File: src/rtl/mult_8x8_seq_ctrl.sv
// Sequential 8x8 approximate multiplier: one shared 4x4 unit stepped over the
// nibble-pair phases, partial products merged by XOR-shift (no carries).

module acc_4 (
    input  logic [3:0] i_a,
    input  logic [3:0] i_b,
    output logic [7:0] o_p
);
    // The approximation lives in the XOR composition; the 4x4 core itself is exact.
    assign o_p = {4'b0, i_a} * {4'b0, i_b};
endmodule

module mult_8x8_seq_ctrl #(
    parameter int SKIP_ZERO = 1
) (
    input  logic        clk,
    input  logic        rst_n,
    input  logic        in_valid,
    output logic        in_ready,
    input  logic [7:0]  in_a,
    input  logic [7:0]  in_b,
    output logic        out_valid,
    input  logic        out_ready,
    output logic [15:0] out_prod,
    output logic        busy,
    output logic [15:0] op_count
);
    localparam logic [1:0] S_IDLE = 2'd0;
    localparam logic [1:0] S_CALC = 2'd1;
    localparam logic [1:0] S_DONE = 2'd2;

    logic [1:0]  r_state;
    logic [7:0]  r_a, r_b;
    logic [3:0]  r_todo;
    logic [15:0] r_acc;
    logic [15:0] r_op_count;

    logic        w_skip;
    logic        w_alo, w_ahi, w_blo, w_bhi;
    logic [3:0]  w_need;
    logic [3:0]  w_cur;
    logic [3:0]  w_todo_nxt;
    logic [3:0]  w_sel_a, w_sel_b;
    logic [7:0]  w_p;
    logic [15:0] w_shifted;

    assign w_skip = (SKIP_ZERO != 0);
    assign w_alo  = |in_a[3:0];
    assign w_ahi  = |in_a[7:4];
    assign w_blo  = |in_b[3:0];
    assign w_bhi  = |in_b[7:4];

    // Phase bits in execution order: (0,0), (1,0), (0,1), (1,1) as (A nibble, B nibble).
    assign w_need[0] = !w_skip || (w_alo && w_blo);
    assign w_need[1] = !w_skip || (w_ahi && w_blo);
    assign w_need[2] = !w_skip || (w_alo && w_bhi);
    assign w_need[3] = !w_skip || (w_ahi && w_bhi);

    // Lowest pending phase runs this cycle.
    assign w_cur      = r_todo & (~r_todo + 4'd1);
    assign w_todo_nxt = r_todo & ~w_cur;

    assign w_sel_a = (w_cur[1] || w_cur[3]) ? r_a[7:4] : r_a[3:0];
    assign w_sel_b = (w_cur[2] || w_cur[3]) ? r_b[7:4] : r_b[3:0];

    acc_4 u_acc_4 (
        .i_a (w_sel_a),
        .i_b (w_sel_b),
        .o_p (w_p)
    );

    always_comb begin
        w_shifted = {4'b0, w_p, 4'b0};
        if (w_cur[0])
            w_shifted = {8'b0, w_p};
        else if (w_cur[3])
            w_shifted = {w_p, 8'b0};
    end

    always_ff @(posedge clk or negedge rst_n) begin
        if (!rst_n) begin
            r_state    <= S_IDLE;
            r_a        <= '0;
            r_b        <= '0;
            r_todo     <= '0;
            r_acc      <= '0;
            r_op_count <= '0;
        end else begin
            case (r_state)
                S_IDLE: begin
                    if (in_valid) begin
                        r_a     <= in_a;
                        r_b     <= in_b;
                        r_acc   <= '0;
                        r_todo  <= w_need;
                        r_state <= (w_need == 4'd0) ? S_DONE : S_CALC;
                    end
                end
                S_CALC: begin
                    r_acc  <= r_acc ^ w_shifted;
                    r_todo <= w_todo_nxt;
                    if (w_todo_nxt == 4'd0)
                        r_state <= S_DONE;
                end
                S_DONE: begin
                    if (out_ready) begin
                        if (r_op_count != 16'hFFFF)
                            r_op_count <= r_op_count + 16'd1;
                        r_state <= S_IDLE;
                    end
                end
                default: r_state <= S_IDLE;
            endcase
        end
    end

    assign in_ready  = (r_state == S_IDLE);
    assign busy      = (r_state != S_IDLE);
    assign out_valid = (r_state == S_DONE);
    assign out_prod  = out_valid ? r_acc : 16'h0000;
    assign op_count  = r_op_count;
endmodule

File: config.mk
export PLATFORM = sky130hd
export DESIGN_NAME = mult_8x8_seq_ctrl
export DESIGN_NICKNAME = d
export VERILOG_FILES = /design/src/rtl/mult_8x8_seq_ctrl.sv
export SDC_FILE = /design/constraint.sdc
export NUM_CORES = 1
export LEC_CHECK = 0
export CORE_AREA = 2 2 110 112
export DETAILED_ROUTE_END_ITERATION = 7
export DIE_AREA = 0 0 112 114
export SLEW_MARGIN = 20
export SYNTH_ARGS = -nofsm -noshare
export SYNTH_HDL_FRONTEND = slang
export SYNTH_HIERARCHICAL = 1
export SYNTH_SLANG_ARGS = --single-unit
File: constraint.sdc
create_clock -name clk -period 4.4 [get_ports clk]
set_input_delay 0.66 -clock clk [delete_from_list [all_inputs] [get_ports clk]]
set_output_delay 0.66 -clock clk [all_outputs]
set_load 0.02 [all_outputs]
==> run metrics <==
run status=finished, final reports clean; placed cell area=0.00407 mm²; clock skew=0.00468 ns; endpoints failing setup=0; synth top area cells=dfrtp_1 (40%), nand2_1 (7.9%), and2_1 (4.8%); Synth top area share=39.9%; cell mode on critical path=fa_1; synth unique cells=just under 50; DRT Pass-1 Iters=4; Critical Path Source Type=flip-flop; Cells after Synth=382; Power Dens Cells=662 mW/mm²; number of global-route vias before repair=2,706; Multi-input gate area=0.00193 mm²; Die X=112 µm; crit end category=flip-flop; Syn Nets=419; Achievable Freq=about 0.24 GHz; sequential area share after synthesis=39.9%; clock sinks=54; Leak=~0.0019 µW; n_diodes=0; IO Count=55; Comb pwr share=54.8%; Post-DP HPWL=6.02 mm; drt wl/cell=13.7 µm; slew margin rel.=40.9%; TritonCTS clock tree=built; largest fanout on the critical path=10; Clock Pin Slew Worst Setup and Hold Paths=0.07 ns; GRT overflow=0; TritonCTS Buffers=5; critical path arrival=4.42 ns; Final Hold Fails=0; initial detailed-routing violation count=approximately 180; Pint=1580 µW; Setup CP Type=flip-flop to flip-flop; RSZ-0062 raised after global routing=false; Post-synth ARST share=between 90% and 100%; count leader, synth=nand2_1; Core ar.=0.0117 mm²; Post-synth EDFFs=0; worst skew pair latency=0.29 ns; Fillers=1,225; antenna-violating nets left=0; largest area contributor in the netlist=dfrtp_1; starting density of the core=roughly 29%; commonest cells in the synthesized netlist=nand2_1 (71), dfrtp_1 (54), and2_1 (26); Final TNS setup=0 ns; Slowest-stage cell, CP=fa_1; Worst EP required=4.61 ns; CTS Buffer Depth=2; Critical Path Max Stage Delay=0.54 ns; share of post-route cells with drive strength above 1=9.24%; DRC=0; final worst-path cycle share=95.8%; area taken by flip-flops and latches=between 0.001 and 0.0015 mm²; mapped cell area=0.00339 mm²; # Post-CTS Setup Buffers=0; P_sw=1240 µW; first-pass GRT wire length=13.4 mm; switch share=43.9%; Placer Congestion=approximately 0.93; row cnt=40; total wire length=7.94 mm; worst slew pin tran=0.886 ns; Worst Hold Slack=0.412 ns; Hold Path Class=primary input to async pin; Root Buffer=clkbuf_16; Final Critical Period=4.21 ns; Reg power frac=29.0%; number of synthesis warnings=6; I/O Buffers=54; max-cap check violation count=0; # resized after CTS=0; Area Overhead vs Synth=25.5%; CP Cell Sequence=nor4b_4, a21oi_2, mux2_2, nand2_1, fa_1, inv_1, fa_1, ha_1, a211oi_1, or4b_1, o2111ai_1, nor2b_1, mux2i_1, o21ai_0, a21boi_0; Vias/cell=4.96; syn avg cell area=8.87 µm²; Yosys reg bits=54; max-slew violations=0; largest net degree at the start of global routing=31; CTS Hold Bufs=0; CTS H-tree lvls=2; vias post-DR=~2,900; layout net count=469; worst vdd ir=about 0.00023 V; fin area=approximately 0.0043 mm²; initial antenna violation count=0; Die Ht=about 110 µm; Main synth FF type=dfrtp_1; die area=0.0128 mm²; clock power share=16.1%; GR Util All Layers=between 10% and 20%
[worst paths after layout]
| check | start | endpoint | slack, ns | cells past startpoint |
|---|---|---|---|---|
| min reg2reg | r_acc[2] | r_acc[2] | 0.47 | 1 |
| min in group clk | r_acc[2] | r_acc[2] | 0.47 | 1 |
| max reg2reg | r_todo[1] | r_acc[11] | 0.19 | 15 |
| max | r_todo[1] | r_acc[11] | 0.19 | 15 |
| max in group asynchronous | rst_n | r_todo[1] | 3.17 | 2 |
| min | rst_n | op_count[8] | 0.41 | 1 |
[critical path, delay by kind of cell, from the launching register on]
family | cells | cell delay (ns)
AOI/OAI and AO/OA | 5 | 0.67
buffers and inverters | 1 | 0.06
DFF | 1 | 0.48
muxes | 2 | 0.39
and+or+nand+nor | 4 | 1.12
adders and majority gates | 3 | 1.41
[cell type report]
cell class              instances  area share [%]
clock buffers                   6            3.03
clock inverters                 2           0.883
well taps                     147            4.33
flip-flops and latches         54            31.8
inverters                      14            1.24
multi-input cells             299            45.4
repair buffers                 58            13.3
[cells by family (layout without fill, tap and decap cells)]
family / Yosys count / after routing / synth area share [%]
AND/OR/NAND/NOR: 179 / 179 / 27.4
flip-flops: 54 / 54 / 39.9
adder cells (fa/ha/maj): 18 / 18 / 7.46
XOR/XNOR: 14 / 14 / 3.62
multiplexers: 18 / 18 / 5.84
AO/OA/AOI/OAI: 70 / 70 / 12.0
buffers and inverters: 29 / 80 / 3.77
[layout by cell type, fill, tap and decap left out, drive strengths merged, types with 4 or more instances in the layout]
cell,count
nand2b,7
nor3,4
clkbuf,6
nand4,6
a21oi,24
and2,26
mux2i,4
nor2,20
inv,14
nor3b,6
a21o,5
nand2,71
buf,5
dfrtp,54
fa,4
clkdlybuf4s50,53
mux2,14
or2,4
o21ai,25
nand3,12
xor2,11
or4,7
ha,13
[per-layer routing]
layer / track usage, % / wire length [µm] / up-vias
met4: 3.90 / 85 / 0
met2: 20.2 / 3570 / 72
li1: - / - / 1422
met5: 0 / 0 / -
met3: 2.07 / 307 / 5
met1: 17.8 / 3980 / 1377
[sequential cells by signal, indices dropped and copies added (netlist names)]
signal	count
op_count	16
r_acc	16
r_a	8
r_b	8
r_todo	4
r_state	2
[power groups by stage]
stage | Clock (µW) | Combinational, µW | Sequential [µW]
after floorplan | 0 | 1120 | 787
after global placement | 0 | 1480 | 820
after detailed placement | 0 | 1510 | 821
after CTS | 468 | 1530 | 812
after global routing | 482 | 1730 | 842
final | 454 | 1540 | 817
[metrics by stage]
step | std cells | util (%) | setup WS [ns] | power [µW]
after global placement | 572 | 34.7 | 0.301 | 2300
after CTS | 580 | 36.1 | 0.118 | 2810
after global routing | 580 | 36.3 | 0.0156 | 3050
final | 580 | 36.3 | 0.186 | 2810
after detailed placement | 572 | 34.7 | 0.129 | 2330
after floorplan | 382 | - | 0.228 | 1910
No activity file was read; power rests on OpenSTA's default activity.
